File: config.mk
export PLATFORM = sky130hd
export DESIGN_NAME = uart_tx_buffered
export DESIGN_NICKNAME = d
export VERILOG_FILES = /design/src/rtl/uart_pkg.sv /design/src/rtl/uart_sync_fifo.sv /design/src/rtl/uart_tx_buffered.sv
export SDC_FILE = /design/constraint.sdc
export NUM_CORES = 1
export LEC_CHECK = 0
export CAP_MARGIN = 40
export CORE_ASPECT_RATIO = 1.1
export CORE_MARGIN = 2
export CORE_UTILIZATION = 26
export DETAILED_ROUTE_END_ITERATION = 10
export PLACE_DENSITY = 0.46
export SLEW_MARGIN = 20
export SYNTH_ARGS = -nofsm -noshare
export SYNTH_HDL_FRONTEND = slang
export SYNTH_SLANG_ARGS = --single-unit
File: constraint.sdc
create_clock -name clk -period 2.4 [get_ports clk]
set_input_delay 0.24 -clock clk [delete_from_list [all_inputs] [get_ports clk]]
set_output_delay 0.24 -clock clk [all_outputs]
set_load 0.02 [all_outputs]
File: src/rtl/uart_pkg.sv
// Shared definitions for the buffered UART transmitter.
// Build option: define UART_TX_PARITY_EN to add an even-parity bit (8E1 frames).
package uart_pkg;

  localparam int   UART_DATA_BITS       = 8;
  localparam int   UART_DEFAULT_CLK_DIV = 16;
  localparam logic UART_IDLE_LEVEL      = 1'b1;

  // Transmit state encoding; PARITY only exists in parity builds.
  typedef logic [2:0] uart_state_t;

  localparam uart_state_t ST_IDLE   = 3'd0;
  localparam uart_state_t ST_START  = 3'd1;
  localparam uart_state_t ST_DATA   = 3'd2;
`ifdef UART_TX_PARITY_EN
  localparam uart_state_t ST_PARITY = 3'd3;
`endif
  localparam uart_state_t ST_STOP   = 3'd4;

  // Even parity: the bit that makes the total count of ones even.
  function automatic logic even_parity(input logic [UART_DATA_BITS-1:0] b);
    return ^b;
  endfunction

endpackage

File: src/rtl/uart_sync_fifo.sv
// Small synchronous FIFO with show-ahead read (dout is the current head).
// Pointers carry one extra wrap bit so full and empty are distinguishable.
module uart_sync_fifo #(
  parameter int WIDTH = 8,
  parameter int DEPTH = 4
) (
  input  logic                     clk,
  input  logic                     reset,
  input  logic                     push,
  input  logic [WIDTH-1:0]         din,
  input  logic                     pop,
  output logic [WIDTH-1:0]         dout,
  output logic                     full,
  output logic                     empty,
  output logic [$clog2(DEPTH):0]   level
);

  localparam int AW = $clog2(DEPTH);

  logic [WIDTH-1:0] mem [DEPTH];
  logic [AW:0]      wr_ptr;
  logic [AW:0]      rd_ptr;
  logic             push_en;
  logic             pop_en;

  // Full blocks pushes even if a pop happens in the same cycle.
  assign push_en = push && !full;
  assign pop_en  = pop && !empty;

  assign empty = (wr_ptr == rd_ptr);
  assign full  = (wr_ptr[AW-1:0] == rd_ptr[AW-1:0]) && (wr_ptr[AW] != rd_ptr[AW]);
  assign level = wr_ptr - rd_ptr;
  assign dout  = mem[rd_ptr[AW-1:0]];

  // Storage: data only, never reset.
  always_ff @(posedge clk) begin
    if (push_en) mem[wr_ptr[AW-1:0]] <= din;
  end

  // Pointer update; wrap is implicit in the AW+1 bit width.
  always_ff @(posedge clk or posedge reset) begin
    if (reset) begin
      wr_ptr <= '0;
      rd_ptr <= '0;
    end else begin
      if (push_en) wr_ptr <= wr_ptr + 1'b1;
      if (pop_en)  rd_ptr <= rd_ptr + 1'b1;
    end
  end

endmodule

File: src/rtl/uart_tx_buffered.sv
// Buffered UART transmitter: valid/ready byte intake into a FIFO, serialised
// LSB first as 8N1 frames with no idle gap between queued frames.
// Build option: define UART_TX_PARITY_EN for 8E1 frames (even parity).
module uart_tx_buffered
  import uart_pkg::*;
#(
  parameter int CLK_DIV    = UART_DEFAULT_CLK_DIV,
  parameter int FIFO_DEPTH = 4,
  parameter int DATA_BITS  = UART_DATA_BITS
) (
  input  logic                          clk,
  input  logic                          reset,
  input  logic                          tx_valid,
  input  logic [DATA_BITS-1:0]          tx_data,
  output logic                          tx_ready,
  output logic                          tx,
  output logic                          tx_busy,
  output logic                          tx_done,
  output logic [$clog2(FIFO_DEPTH):0]   fifo_level
);

  localparam int             CW        = $clog2(CLK_DIV);
  localparam logic [CW-1:0]  BAUD_LAST = CW'(CLK_DIV - 1);
  localparam int             BW        = $clog2(DATA_BITS);
  localparam logic [BW-1:0]  BIT_LAST  = BW'(DATA_BITS - 1);

  uart_state_t            state;
  logic [CW-1:0]          baud_cnt;
  logic [BW-1:0]          bit_idx;
  logic [DATA_BITS-1:0]   shift_reg;
  logic [DATA_BITS-1:0]   fifo_dout;
  logic                   fifo_full;
  logic                   fifo_empty;
  logic                   fifo_pop;
  logic                   baud_end;
  logic                   tx_next;
`ifdef UART_TX_PARITY_EN
  logic                   par_bit;
`endif

  uart_sync_fifo #(
    .WIDTH (DATA_BITS),
    .DEPTH (FIFO_DEPTH)
  ) u_fifo (
    .clk   (clk),
    .reset (reset),
    .push  (tx_valid),
    .din   (tx_data),
    .pop   (fifo_pop),
    .dout  (fifo_dout),
    .full  (fifo_full),
    .empty (fifo_empty),
    .level (fifo_level)
  );

  assign tx_ready = !fifo_full;
  assign tx_busy  = (state != ST_IDLE);
  assign baud_end = (baud_cnt == BAUD_LAST);

  // Pop from IDLE, or straight out of the final stop cycle so the next
  // start bit follows without an idle cycle.
  assign fifo_pop = !fifo_empty &&
                    ((state == ST_IDLE) || ((state == ST_STOP) && baud_end));

  // Frame sequencing: state, baud counter and bit index.
  always_ff @(posedge clk or posedge reset) begin
    if (reset) begin
      state    <= ST_IDLE;
      baud_cnt <= '0;
      bit_idx  <= '0;
    end else begin
      case (state)
        ST_IDLE: begin
          baud_cnt <= '0;
          bit_idx  <= '0;
          if (fifo_pop) state <= ST_START;
        end
        ST_START: begin
          if (baud_end) begin
            baud_cnt <= '0;
            bit_idx  <= '0;
            state    <= ST_DATA;
          end else begin
            baud_cnt <= baud_cnt + 1'b1;
          end
        end
        ST_DATA: begin
          if (baud_end) begin
            baud_cnt <= '0;
            if (bit_idx == BIT_LAST) begin
              bit_idx <= '0;
`ifdef UART_TX_PARITY_EN
              state   <= ST_PARITY;
`else
              state   <= ST_STOP;
`endif
            end else begin
              bit_idx <= bit_idx + 1'b1;
            end
          end else begin
            baud_cnt <= baud_cnt + 1'b1;
          end
        end
`ifdef UART_TX_PARITY_EN
        ST_PARITY: begin
          if (baud_end) begin
            baud_cnt <= '0;
            state    <= ST_STOP;
          end else begin
            baud_cnt <= baud_cnt + 1'b1;
          end
        end
`endif
        ST_STOP: begin
          if (baud_end) begin
            baud_cnt <= '0;
            state    <= fifo_empty ? ST_IDLE : ST_START;
          end else begin
            baud_cnt <= baud_cnt + 1'b1;
          end
        end
        default: begin
          state    <= ST_IDLE;
          baud_cnt <= '0;
          bit_idx  <= '0;
        end
      endcase
    end
  end

  // Shift register: load on pop, shift right at the end of each data bit.
  always_ff @(posedge clk) begin
    if (fifo_pop) begin
      shift_reg <= fifo_dout;
    end else if ((state == ST_DATA) && baud_end) begin
      shift_reg <= shift_reg >> 1;
    end
  end

`ifdef UART_TX_PARITY_EN
  // Parity is captured at load time because the shift register is consumed.
  always_ff @(posedge clk) begin
    if (fifo_pop) par_bit <= even_parity(fifo_dout);
  end
`endif

  // Line level implied by the current state.
  always_comb begin
    tx_next = UART_IDLE_LEVEL;
    case (state)
      ST_START:  tx_next = 1'b0;
      ST_DATA:   tx_next = shift_reg[0];
`ifdef UART_TX_PARITY_EN
      ST_PARITY: tx_next = par_bit;
`endif
      ST_STOP:   tx_next = 1'b1;
      default:   tx_next = UART_IDLE_LEVEL;
    endcase
  end

  // Registered line and done pulse; done marks the last stop-bit cycle on tx.
  always_ff @(posedge clk or posedge reset) begin
    if (reset) begin
      tx      <= UART_IDLE_LEVEL;
      tx_done <= 1'b0;
    end else begin
      tx      <= tx_next;
      tx_done <= (state == ST_STOP) && baud_end;
    end
  end

endmodule

# Word-level counts from Yosys, hierarchy flattened
# Memories as Yosys holds them, arrays and structs flattened.
# Cells that the tools add are included.
[op_classes]
mux = 18
eq_ne = 13
n_reduce_logical = 15
n_mul = 0
magnitude_cmp = 0
n_bitwise = 1
add_sub_neg = 5
n_shift = 0
div_mod_pow = 0
[op_table]
columns = ["cell", "n"]
rows = [
  ["$mux W3", 8],
  ["$mux W8", 2],
  ["$pmux W3 S4", 1],
  ["$add A3 B1 Y3 const B", 3],
  ["$pmux W3 S3", 1],
  ["$mux W4", 2],
  ["$ne A2 B2 Y1 const B", 4],
  ["$eq A3 B3 Y1 const B", 2],
  ["$logic_and A1 B1 Y1", 6],
  ["$reduce_and A5 Y1", 1],
  ["$add A4 B1 Y4 const B", 1],
  ["$eq A4 B4 Y1 const B", 1],
  ["$eq A3 B1 Y1 const B", 1],
  ["$eq A3 B2 Y1 const B", 1],
  ["$eq A3 B3 Y1", 1],
  ["$logic_not A3 Y1", 1],
  ["$mux W1", 3],
  ["$reduce_and A3 Y1", 1],
  ["$reduce_bool A3 Y1", 1],
  ["$reduce_or A3 Y1", 1],
  ["$sub A3 B3 Y3", 1],
  ["$eq A2 B2 Y1", 1],
  ["$logic_not A1 Y1", 2],
  ["$ne A2 B1 Y1 const B", 1],
  ["other kinds (5)", 5],
]
[totals]
elab_cells = 61
in_bits = 11
out_inout_bits = 7
romBits = 0
latch_bits = 0
n_memories = 1
ram_bits = 32
reg_bits = 26
[memory_table]
columns = ["name", "depth", "width", "rd", "rd_ports_with_merged_regs", "write_ports", "line_no", "text"]
rows = [
  ["u_fifo.mem", 4, 8, 1, 0, 1, "uart_sync_fifo.sv:20", "logic [WIDTH-1:0] mem [DEPTH];"],
]

# Longest topological paths before layout
# Gate-level depths: netlist (run 1).
[logic_depth]
word_depth = 6
depth_mapped = 7
mapped_depth_nobuf = 5

# Modules after synthesis
# From an unflattened synthesis (run 1), not the netlist that was laid out.
[unflattened]
cells_unflattened = 177
area_unflattened_um2 = 2646.3
[modules_own_cells]
columns = ["module", "cells_each", "n_inst", "seq_area_each_um2", "area_per_inst_um2"]
rows = [
  ["uart_sync_fifo", 88, 1, 1111.1, 1615.3],
  ["uart_tx_buffered", 89, 1, 541.8, 1031.0],
]

# Least setup slack after synthesis (run 1)
# No wires, ideal clock.
[synth_path]
path_type = "reg-to-reg"
start = "register u_fifo.rd_ptr[1]"
end = "register shift_reg[0], enable pin"
setup_time_ns = 0.386
n_path_buf = 1
t_arrival_ns = 1.812
setup_slack_ns = 0.202
stages_incl_launch_ff = 7
required_time_ns = 2.014
synth_period_minus_slack_ns = 2.198
path_cell_list = "dfrtp_1 > buf_6 > inv_1 > ha_1 > nand2_1 > o31ai_1 > a211oi_1"
[synth_between]
elab_chain_cells = 4
[synth_lines]
columns = ["element", "line_no", "text"]
rows = [
  ["start: declaration", "uart_sync_fifo.sv:22", "logic [AW:0] rd_ptr;"],
  ["start signal: assignment", "uart_sync_fifo.sv:47", "if (pop_en) rd_ptr <= rd_ptr + 1'b1;"],
  ["$eq A3 B3 Y1", "uart_sync_fifo.sv:30", "assign empty = (wr_ptr == rd_ptr);"],
  ["$logic_not A1 Y1", "uart_tx_buffered.sv:62", "assign fifo_pop = !fifo_empty &&"],
  ["$logic_and A1 B1 Y1", "uart_tx_buffered.sv:62", ""],
  ["$reduce_bool A2 Y1 (no line)", "--", ""],
  ["end signal: assignment", "uart_tx_buffered.sv:134", "shift_reg <= fifo_dout;"],
  ["end signal: assignment", "uart_tx_buffered.sv:136", "shift_reg <= shift_reg >> 1;"],
  ["end: declaration", "uart_tx_buffered.sv:30", "logic [DATA_BITS-1:0] shift_reg;"],
]
# Every way passes these cells.
# A chain may end at the register's enable or synchronous reset.

# Worst setup path in the final report (run 1)
[layout_path]
start = "register u_fifo.wr_ptr[0]"
end = "output port tx_ready"
[layout_between]
elab_chain_cells = 3
[layout_lines]
columns = ["element", "line_no", "text"]
rows = [
  ["start: declaration", "uart_sync_fifo.sv:21", "logic [AW:0] wr_ptr;"],
  ["start signal: assignment", "uart_sync_fifo.sv:46", "if (push_en) wr_ptr <= wr_ptr + 1'b1;"],
  ["$eq A2 B2 Y1", "uart_sync_fifo.sv:31", "assign full = (wr_ptr[AW-1:0] == rd_ptr[AW-1:0]) && (wr_ptr[AW] != rd_ptr[AW]);"],
  ["$logic_and A1 B1 Y1", "uart_sync_fifo.sv:31", ""],
  ["$logic_not A1 Y1", "uart_tx_buffered.sv:56", "assign tx_ready = !fifo_full;"],
  ["end: declaration", "uart_tx_buffered.sv:15", "output logic tx_ready,"],
]
# Every way passes these cells.

==> results of run 1 <==
-- power by group through the flow --
| stage | Sequential [W] | Combinational [W] | Clock [W] |
|---|---|---|---|
| after detailed placement | 0.00150 | 0.00138 | 0 |
| after CTS | 0.00149 | 0.00136 | 0.000807 |
| after floorplan | 0.00147 | 0.000922 | 0 |
| after global routing | 0.00151 | 0.00147 | 0.000854 |
| after global placement | 0.00150 | 0.00141 | 0 |
| final | 0.00148 | 0.00133 | 0.000776 |
-- logic make-up after synthesis --
| logic type | Yosys count | share of synthesized area, % |
|---|---|---|
| multiplexers | 19 | 11.5 |
| adder cells (fa/ha/maj) | 11 | 5.52 |
| AND/OR/NAND/NOR | 40 | 8.62 |
| XOR/XNOR | 7 | 2.62 |
| AO/OA/AOI/OAI | 21 | 5.52 |
| buffers and inverters | 18 | 3.33 |
| flip-flops | 58 | 62.9 |
-- routing by layer --
layer	track usage, %	routed length, µm
met5	0	0
met4	5.58	127
met3	2.67	136
met2	16.2	2270
met1	12.3	2290
-- critical path, cell delays in order (launching register included) --
cell             delay, ns
dfrtp_1               0.40
inv_1                 0.15
ha_1                  0.31
nand3_1               0.11
clkdlybuf4s50_1       0.60
-- synth_stat cells, types with 2 or more instances --
master / number
a21oi_1: 5
a31oi_1: 2
and2_1: 3
buf_6: 2
clkbuf_1: 4
dfrtp_1: 17
edfxtp_1: 40
ha_1: 10
inv_1: 10
mux2_2: 9
mux2i_1: 2
mux4_2: 8
nand2_1: 5
nand3_1: 6
nand4_1: 5
nand4b_1: 2
nor2_1: 6
nor2b_1: 4
nor3_1: 2
o2111ai_1: 2
o21ai_0: 3
o31ai_1: 2
xnor2_1: 2
xor2_1: 4
-- what timing repair did --
| action | in CTS | in global routing |
|---|---|---|
| gates resized for setup | 2 | 0 |
| hold endpoints to repair | 0 | 0 |
| hold buffers | 0 | 0 |
| endpoints found under the setup margin | 2 | 0 |
-- cell type report --
cell class	instances	area, µm²
Clock buffer	9	124
Clock inverter	7	45.0
Fill cell	960	6680
Inverter	10	37.5
Multi-Input combinational cell	98	887
Sequential cell	58	1650
Tap cell	120	150
Timing Repair Buffer	30	269
-- through the flow --
stage	cell area [µm²]	util (%)	setup WS, ns
final	3170	32.2	0.242
after global routing	3170	32.2	0.138
after CTS	3150	32.0	0.219
after detailed placement	2990	30.4	0.343
after global placement	2990	30.4	0.340
after floorplan	2630	-	0.202
-- worst max path at each step --
| stage | slack [ns] | start | depth (start not counted) | end |
|---|---|---|---|---|
| 6_report | 0.24 | u_fifo.wr_ptr[0] | 4 | tx_ready |
| 5_1_grt | 0.14 | u_fifo.wr_ptr[0] | 5 | fifo_level[2] |
| 4_1_cts | 0.22 | u_fifo.wr_ptr[0] | 4 | tx_ready |
| 3_5_place_dp | 0.34 | u_fifo.wr_ptr[0] | 5 | fifo_level[2] |
| 3_3_place_gp | 0.34 | u_fifo.wr_ptr[0] | 5 | fifo_level[2] |
| 2_1_floorplan | 0.20 | u_fifo.rd_ptr[1] | 6 | shift_reg[0] |
==> impl_metrics.tcl, run 1 <==
set metrics [dict create \
    synthArstFlopShare_pct 31.0 \
    finalClockSkew_ns 0.00502 \
    cap_viol_max_count 0 \
    cp.required_ns 2.16 \
    hold_path.class "in2async" \
    fp.dieW_um 99.9 \
    path_clk_slew_ns 0.07 \
    cp-end-kind "output pin" \
    grt-ovfl-total 0 \
    fp-row-count 38 \
    peakVddDrop_mv 0.759 \
    layout_commonest_cell "edfxtp_1" \
    finalSetupViolations 0 \
    clockBufferDepth 2 \
    yosysWarningCount 0 \
    p_sw_w 0.00125 \
    drtPass1Iterations 4 \
    core_area_mm2 0.00984 \
    p_per_area_mw_per_mm2 1130 \
    maxSlewHeadroom_pct 69.0 \
    p_int_w 0.00234 \
    cts_inserted_buffers 9 \
    final_cells 332 \
    arrival_ns 1.92 \
    crit_type "reg2out" \
    rsz0062_at_grt "no" \
    grt_max_degree 19 \
    initial_core_util_pct 26.7 \
    synth_top_area_cell "edfxtp_1" \
    place_congestion 0.734 \
    largest_reg_flops 32 \
    placed_cells 315 \
    post_drt_wl_per_cell_um 14.5 \
    chipHeight_um 109 \
    nNetsFinal 229 \
    pwr-share-comb_pct 37.0 \
    ios 18 \
    maxSlewViolCount 0 \
    htree_levels 3 \
    area_growth_pct 20.5 \
    clockRootBuffer "clkbuf_8" \
    status "complete, no violations" \
    timing.final.crit_share_pct 89.9 \
    vias_per_cell 4.53 \
    ys_ff_latch 58 \
    hpwl_um 3200 \
    holdWs_ns 0.186 \
    regToRegSetupSlack_ns 0.34 \
    mostFrequentLayoutCells "edfxtp_1, dfrtp_1, clkdlybuf4s50_1" \
    floorplan.die_area_mm2 0.0109 \
    netlist_area_mm2 0.00263 \
    start_kind "register" \
    yosys-top-cells-area "edfxtp_1, dfrtp_1, mux4_2" \
    cp_max_fo 6 \
    io_buffers 17 \
    grt_pass1_vias 1594 \
    drc 0 \
    postCtsSetupBuffers 0 \
    synth-seq-area-share_pct 62.9 \
    synth_ff_type "edfxtp_1" \
    worst_slew_pin_slew_ns 0.464 \
    syn_nets 196 \
    r2r-start "u_fifo.wr_ptr[0]" \
    r2r_end "shift_reg[3]" \
    hold_violations 0 \
    clock_latency_ns 0.34 \
    setup_tns_ns 0 \
    routed_wl_um 4820 \
    drt_iter0_markers 71 \
    fmax_mhz 463 \
    vias 1505 \
    antenna_found_initial 0 \
    power_frac_seq_pct 41.3 \
    cts_num_sinks 58 \
    power_w 0.00359 \
    synth_edf_count 40 \
    avgSynthCellArea_um2 15.1 \
    n_antenna_cell 0 \
    ant_nets 0 \
    finalCriticalPeriod_ns 2.16 \
    leakagePower_nw 1.18 \
    worstRegToRegCells 5 \
    cts_tree "done" \
    p_clk_share_pct 21.6 \
    grt_pass1_wl_um 7980 \
    layout-drive-gt1-share_pct 24.1 \
    grtUsageTotal_pct 10.0 \
    synthCells 174 \
    ys_types 43 \
    synth_top_cell_area_share_pct 45.7 \
    sw_frac_of_total_pct 34.8 \
]
No activity file was read; power rests on OpenSTA's default activity.
==> run 2, diff against run 1 <==
--- a/config.mk
+++ b/config.mk
@@ -5,12 +5,10 @@
 export SDC_FILE = /design/constraint.sdc
 export NUM_CORES = 1
 export LEC_CHECK = 0
-export CAP_MARGIN = 40
 export CORE_ASPECT_RATIO = 1.1
 export CORE_MARGIN = 2
 export CORE_UTILIZATION = 26
 export DETAILED_ROUTE_END_ITERATION = 10
-export PLACE_DENSITY = 0.46
 export SLEW_MARGIN = 20
 export SYNTH_ARGS = -nofsm -noshare
 export SYNTH_HDL_FRONTEND = slang
==> impl_metrics.tcl, run 2 (same netlist as run 1, synthesis figures left out) <==
set metrics [dict create \
    initial_core_util_pct 26.7 \
    cp-end-kind "output pin" \
    start_kind "register" \
    rsz0062_at_grt "no" \
    setup_tns_ns 0 \
    fp-row-count 38 \
    hold_path.class "in2async" \
    n_antenna_cell 0 \
    cts_num_sinks 58 \
    area_growth_pct 19.0 \
    p_per_area_mw_per_mm2 1160 \
    chipHeight_um 109 \
    r2r_end "shift_reg[0]" \
    crit_type "reg2out" \
    ios 18 \
    grt_pass1_wl_um 7560 \
    finalSetupViolations 0 \
    worst_slew_pin_slew_ns 0.727 \
    fp.dieW_um 99.9 \
    cap_viol_max_count 0 \
    hold_violations 0 \
    postCtsSetupBuffers 0 \
    arrival_ns 1.91 \
    core_area_mm2 0.00984 \
    cp_max_fo 6 \
    layout_commonest_cell "edfxtp_1" \
    drt_iter0_markers 162 \
    timing.final.crit_share_pct 89.6 \
    clockRootBuffer "clkbuf_8" \
    finalCriticalPeriod_ns 2.15 \
    grtUsageTotal_pct 9.34 \
    critPathMaxStageDelay_ns 0.61 \
    grt-ovfl-total 0 \
    regToRegSetupSlack_ns 0.32 \
    nNetsFinal 222 \
    cts_inserted_buffers 9 \
    ctsHoldBuffers 0 \
    grt_max_degree 19 \
    fmax_mhz 465 \
    finalClockSkew_ns 0.00685 \
    worstRegToRegCells 5 \
    path_clk_slew_ns 0.07 \
    vias 1437 \
    grt_pass1_vias 1442 \
    vias_per_cell 4.42 \
    crit_slowest_cell "clkdlybuf4s50_1" \
    maxSlewViolCount 0 \
    ant_nets 0 \
    clock_latency_ns 0.34 \
    clockBufferDepth 2 \
    io_buffers 17 \
    drtPass1Iterations 4 \
    placed_cells 309 \
    cp.required_ns 2.16 \
    largest_reg_flops 32 \
    antenna_found_initial 0 \
    final_cells 325 \
    layout-drive-gt1-share_pct 21.0 \
    status "complete, no violations" \
    path_cells "inv_1 > ha_1 > nand3_1 > clkdlybuf4s50_1" \
    routed_wl_um 4610 \
    htree_levels 3 \
    maxSlewHeadroom_pct 51.5 \
    floorplan.die_area_mm2 0.0109 \
    hpwl_um 2960 \
    place_congestion 0.756 \
    drc 0 \
    r2r-start "u_fifo.wr_ptr[0]" \
    mostFrequentLayoutCells "edfxtp_1, dfrtp_1, clkdlybuf4s50_1" \
    post_drt_wl_per_cell_um 14.2 \
    leakagePower_nw 1.15 \
    peakVddDrop_mv 0.812 \
    cts_tree "done" \
]
==> run 2: cell count changes in the layout (fill, tap and decap cells not counted), sizes merged <==
cell,delta
bufinv,+1
clkinv,-1
clkbuf,+2
inv,-1
clkinvlp,-1
buf,-7
==> run 2: metrics by stage <==
step	power [W]	hold slack (ns)	worst slack, ns	instance area, µm²	util, %
after detailed placement	0.00281	0.494	0.318	2940	29.9
after floorplan	0.00239	0.178	0.202	2630	-
after global placement	0.00281	0.491	0.352	2940	29.9
final	0.00362	0.316	0.250	3130	31.8
after CTS	0.00366	0.353	0.223	3130	31.8
after global routing	0.00386	0.390	0.119	3130	31.8
==> run 2: worst max path at each step <==
stage,start,endpoint
floorplan,u_fifo.rd_ptr[1],shift_reg[0]
global placement,u_fifo.wr_ptr[0],fifo_level[2]
detailed placement,u_fifo.wr_ptr[0],shift_reg[2]
CTS,u_fifo.wr_ptr[0],fifo_level[2]
global route,u_fifo.wr_ptr[0],fifo_level[2]
finish,u_fifo.wr_ptr[0],tx_ready
==> run 2: final cells by class <==
class | instances | area, µm²
clock inverters | 5 | 55.1
repair buffers | 23 | 213
clock buffers | 11 | 131
fillers | 939 | 6720
well taps | 120 | 150
multi-input cells | 98 | 887
flip-flops and latches | 58 | 1650
inverters | 10 | 37.5
==> run 2: worst max-delay path, delay by kind of cell (launching register included) <==
| kind | cells | cell delay, ns |
|---|---|---|
| fa+ha+maj | 1 | 0.32 |
| buf+inv | 2 | 0.76 |
| flops | 1 | 0.40 |
| simple gates | 1 | 0.10 |
==> run 2: power by group <==
group	leakage, nW	internal (W)	switching [W]	total [W]
sequential	0.585	0.00135	0.000132	0.00148
combinational	0.476	0.000577	0.000688	0.00127
clock	0.0893	0.000476	0.000391	0.000867
==> run 2: routing by layer <==
layer / global-route usage [%] / vias to the layer above / routed length (µm) / share of wire [%]
met5: 0 / - / 0 / 0
met4: 5.28 / 0 / 85 / 1.8
met3: 3.24 / 5 / 166 / 3.6
met2: 13.0 / 25 / 2060 / 45
met1: 12.7 / 697 / 2300 / 50
li1: - / 710 / - / -
==> run 2: repair_timing <==
action | 4_1_cts | 5_1_grt
hold endpoints to repair | 0 | 0
setup endpoints to repair | 2 | 0
resized for setup | 2 | 0
==> run 3, diff against run 2 <==
--- a/config.mk
+++ b/config.mk
@@ -5,6 +5,7 @@
 export SDC_FILE = /design/constraint.sdc
 export NUM_CORES = 1
 export LEC_CHECK = 0
+export ABC_AREA = 1
 export CORE_ASPECT_RATIO = 1.1
 export CORE_MARGIN = 2
 export CORE_UTILIZATION = 26
==> impl_metrics.tcl, run 3 <==
set metrics [dict create \
    design_area_mm2 0.00321 \
    rsz0062_at_grt "no" \
    yosys-top-cells-count "nand2_1, nor2_1, edfxtp_1" \
    peakVddDrop_mv 0.335 \
    ys_ff_latch 58 \
    fmax_mhz 444 \
    ctsHoldBuffers 0 \
    finalCriticalPeriod_ns 2.25 \
    place_congestion 0.798 \
    cts_num_sinks 58 \
    hold_violations 0 \
    clock_latency_ns 0.34 \
    htree_levels 3 \
    synth_most_common_cell "nand2_1" \
    core_area_mm2 0.00984 \
    fp-row-count 38 \
    ios 18 \
    path_clk_slew_ns 0.08 \
    finalClockSkew_ns 0.0108 \
    antenna_found_initial 0 \
    synth_top_area_cell "edfxtp_1" \
    hold_path.class "in2async" \
    hpwl_um 3470 \
    cap_viol_max_count 0 \
    vias_per_cell 4.36 \
    top_usage_layer "met2" \
    grt_pass1_wl_um 8760 \
    setup_tns_ns 0 \
    yosys-top-cells-area "edfxtp_1, dfrtp_1, nand2_1" \
    status "complete, no violations" \
    leakagePower_nw 1.36 \
    synth_edf_count 40 \
    fin_util_pct 32.6 \
    grt-ovfl-total 0 \
    syn_nets 278 \
    yosysWarningCount 0 \
    cp_max_fo 9 \
    vias 1792 \
    nNetsFinal 308 \
    worst_slew_pin_slew_ns 0.693 \
    grt_use_met1_pct 12.1 \
    cts_inserted_buffers 9 \
    synth-seq-area-share_pct 62.8 \
    avgSynthCellArea_um2 10.3 \
    start_kind "register" \
    ant_nets 0 \
    ys_types 27 \
    n_antenna_cell 0 \
    mostFrequentLayoutCells "nand2_1, nor2_1, edfxtp_1" \
    synthCells 256 \
    regToRegSetupSlack_ns 0.51 \
    synth_top_cell_area_share_pct 45.6 \
    netlist_area_mm2 0.00263 \
    place_area_mm2 0.00298 \
    clockBufferDepth 2 \
    timing.final.crit_share_pct 93.9 \
    clockRootBuffer "clkbuf_8" \
    crit_type "reg2out" \
    routed_wl_um 5090 \
    cp-end-kind "output pin" \
    drtPass1Iterations 4 \
    maxSlewViolCount 0 \
    layout_commonest_cell "nand2_1" \
    fp.dieW_um 99.9 \
    synth_ff_type "edfxtp_1" \
    area_growth_pct 21.8 \
    finalSetupViolations 0 \
    grt_max_degree 20 \
    layout-drive-gt1-share_pct 13.1 \
    synthArstFlopShare_pct 31.0 \
    io_buffers 17 \
    grt_pass1_vias 1811 \
    initial_core_util_pct 26.7 \
    arrival_ns 2.01 \
    grt_use_met2_pct 17.5 \
    cp.required_ns 2.16 \
    post_drt_wl_per_cell_um 12.4 \
    p_per_area_mw_per_mm2 870 \
    grtUsageTotal_pct 10.5 \
    chipHeight_um 110 \
    holdWs_ns 0.307 \
    drt_iter0_markers 58 \
    floorplan.die_area_mm2 0.0109 \
    drc 0 \
    maxSlewHeadroom_pct 53.5 \
    cts_tree "done" \
    grtUsageMet3_pct 2.99 \
    postCtsSetupBuffers 0 \
    largest_reg_flops 32 \
]
## run 3: changes by cell type after synthesis, moves of 6 or more
cell,before,now
nor2_1,6,47
nand2_1,5,50
inv_2,0,6
o21ai_1,0,8
mux4_2,8,0
nand3_1,6,20
mux2_2,9,0
inv_1,10,20
o21ai_0,3,13
## run 3: cells by family after synthesis
logic type	after synthesis	share of synthesized area, %
AOI/OAI and AO/OA	25	5.23
xor gates and xnor gates	3	0.998
buffers and inverters	33	5.37
and+or+nand+nor	126	20.1
adders and majority gates	11	5.51
DFF	58	62.8
## run 3: worst paths after layout
path | startpoint | end | cells past startpoint
setup / recovery | u_fifo.rd_ptr[1] | tx_ready | 6
hold reg to reg | bit_idx[2] | bit_idx[2] | 2
min in group clk | bit_idx[2] | bit_idx[2] | 2
hold / removal | reset | state[0] | 2
max in group asynchronous | reset | bit_idx[0] | 2
setup reg to reg | u_fifo.rd_ptr[1] | shift_reg[5] | 7
## run 3: critical path, cell delays in order (launching register included)
cell             delay (ns)
dfrtp_1                0.46
inv_4                  0.10
ha_1                   0.30
nand2_1                0.07
inv_1                  0.06
nand3_1                0.09
clkdlybuf4s50_1        0.61
## run 3: power by group
group	switching [W]	internal (W)	total, W	leakage [nW]
sequential	0.0000446	0.00121	0.00126	0.592
clock	0.000430	0.000593	0.00102	0.106
combinational	0.000314	0.000194	0.000509	0.666
## run 3: repair_timing
| action | in CTS | in global routing |
|---|---|---|
| resized for setup | 1 | 2 |
| pin swaps | 0 | 0 |
| endpoints found under the setup margin | 1 | 2 |
## run 3: stage by stage
stage	power, W	std cells	setup WS, ns
finish	0.00279	411	0.146
floorplan	0.00157	256	0.147
CTS	0.00282	411	0.0323
detailed placement	0.00181	395	0.339
global placement	0.00180	395	0.367
global route	0.00293	411	0.0164
## run 3: routing by layer
layer  vias to the layer above  routed length (µm)
li1                        900                   -
met1                       849                2310
met2                        30                2450
met3                        13                 175
met4                         0                 157
met5                         -                   0
## run 3: final cells by class
class	count	area (µm²)
clock inverters	7	101
fillers	967	6640
clock buffers	9	124
flip-flops and latches	58	1650
inverters	26	100
well taps	120	150
multi-input cells	165	838
repair buffers	26	239
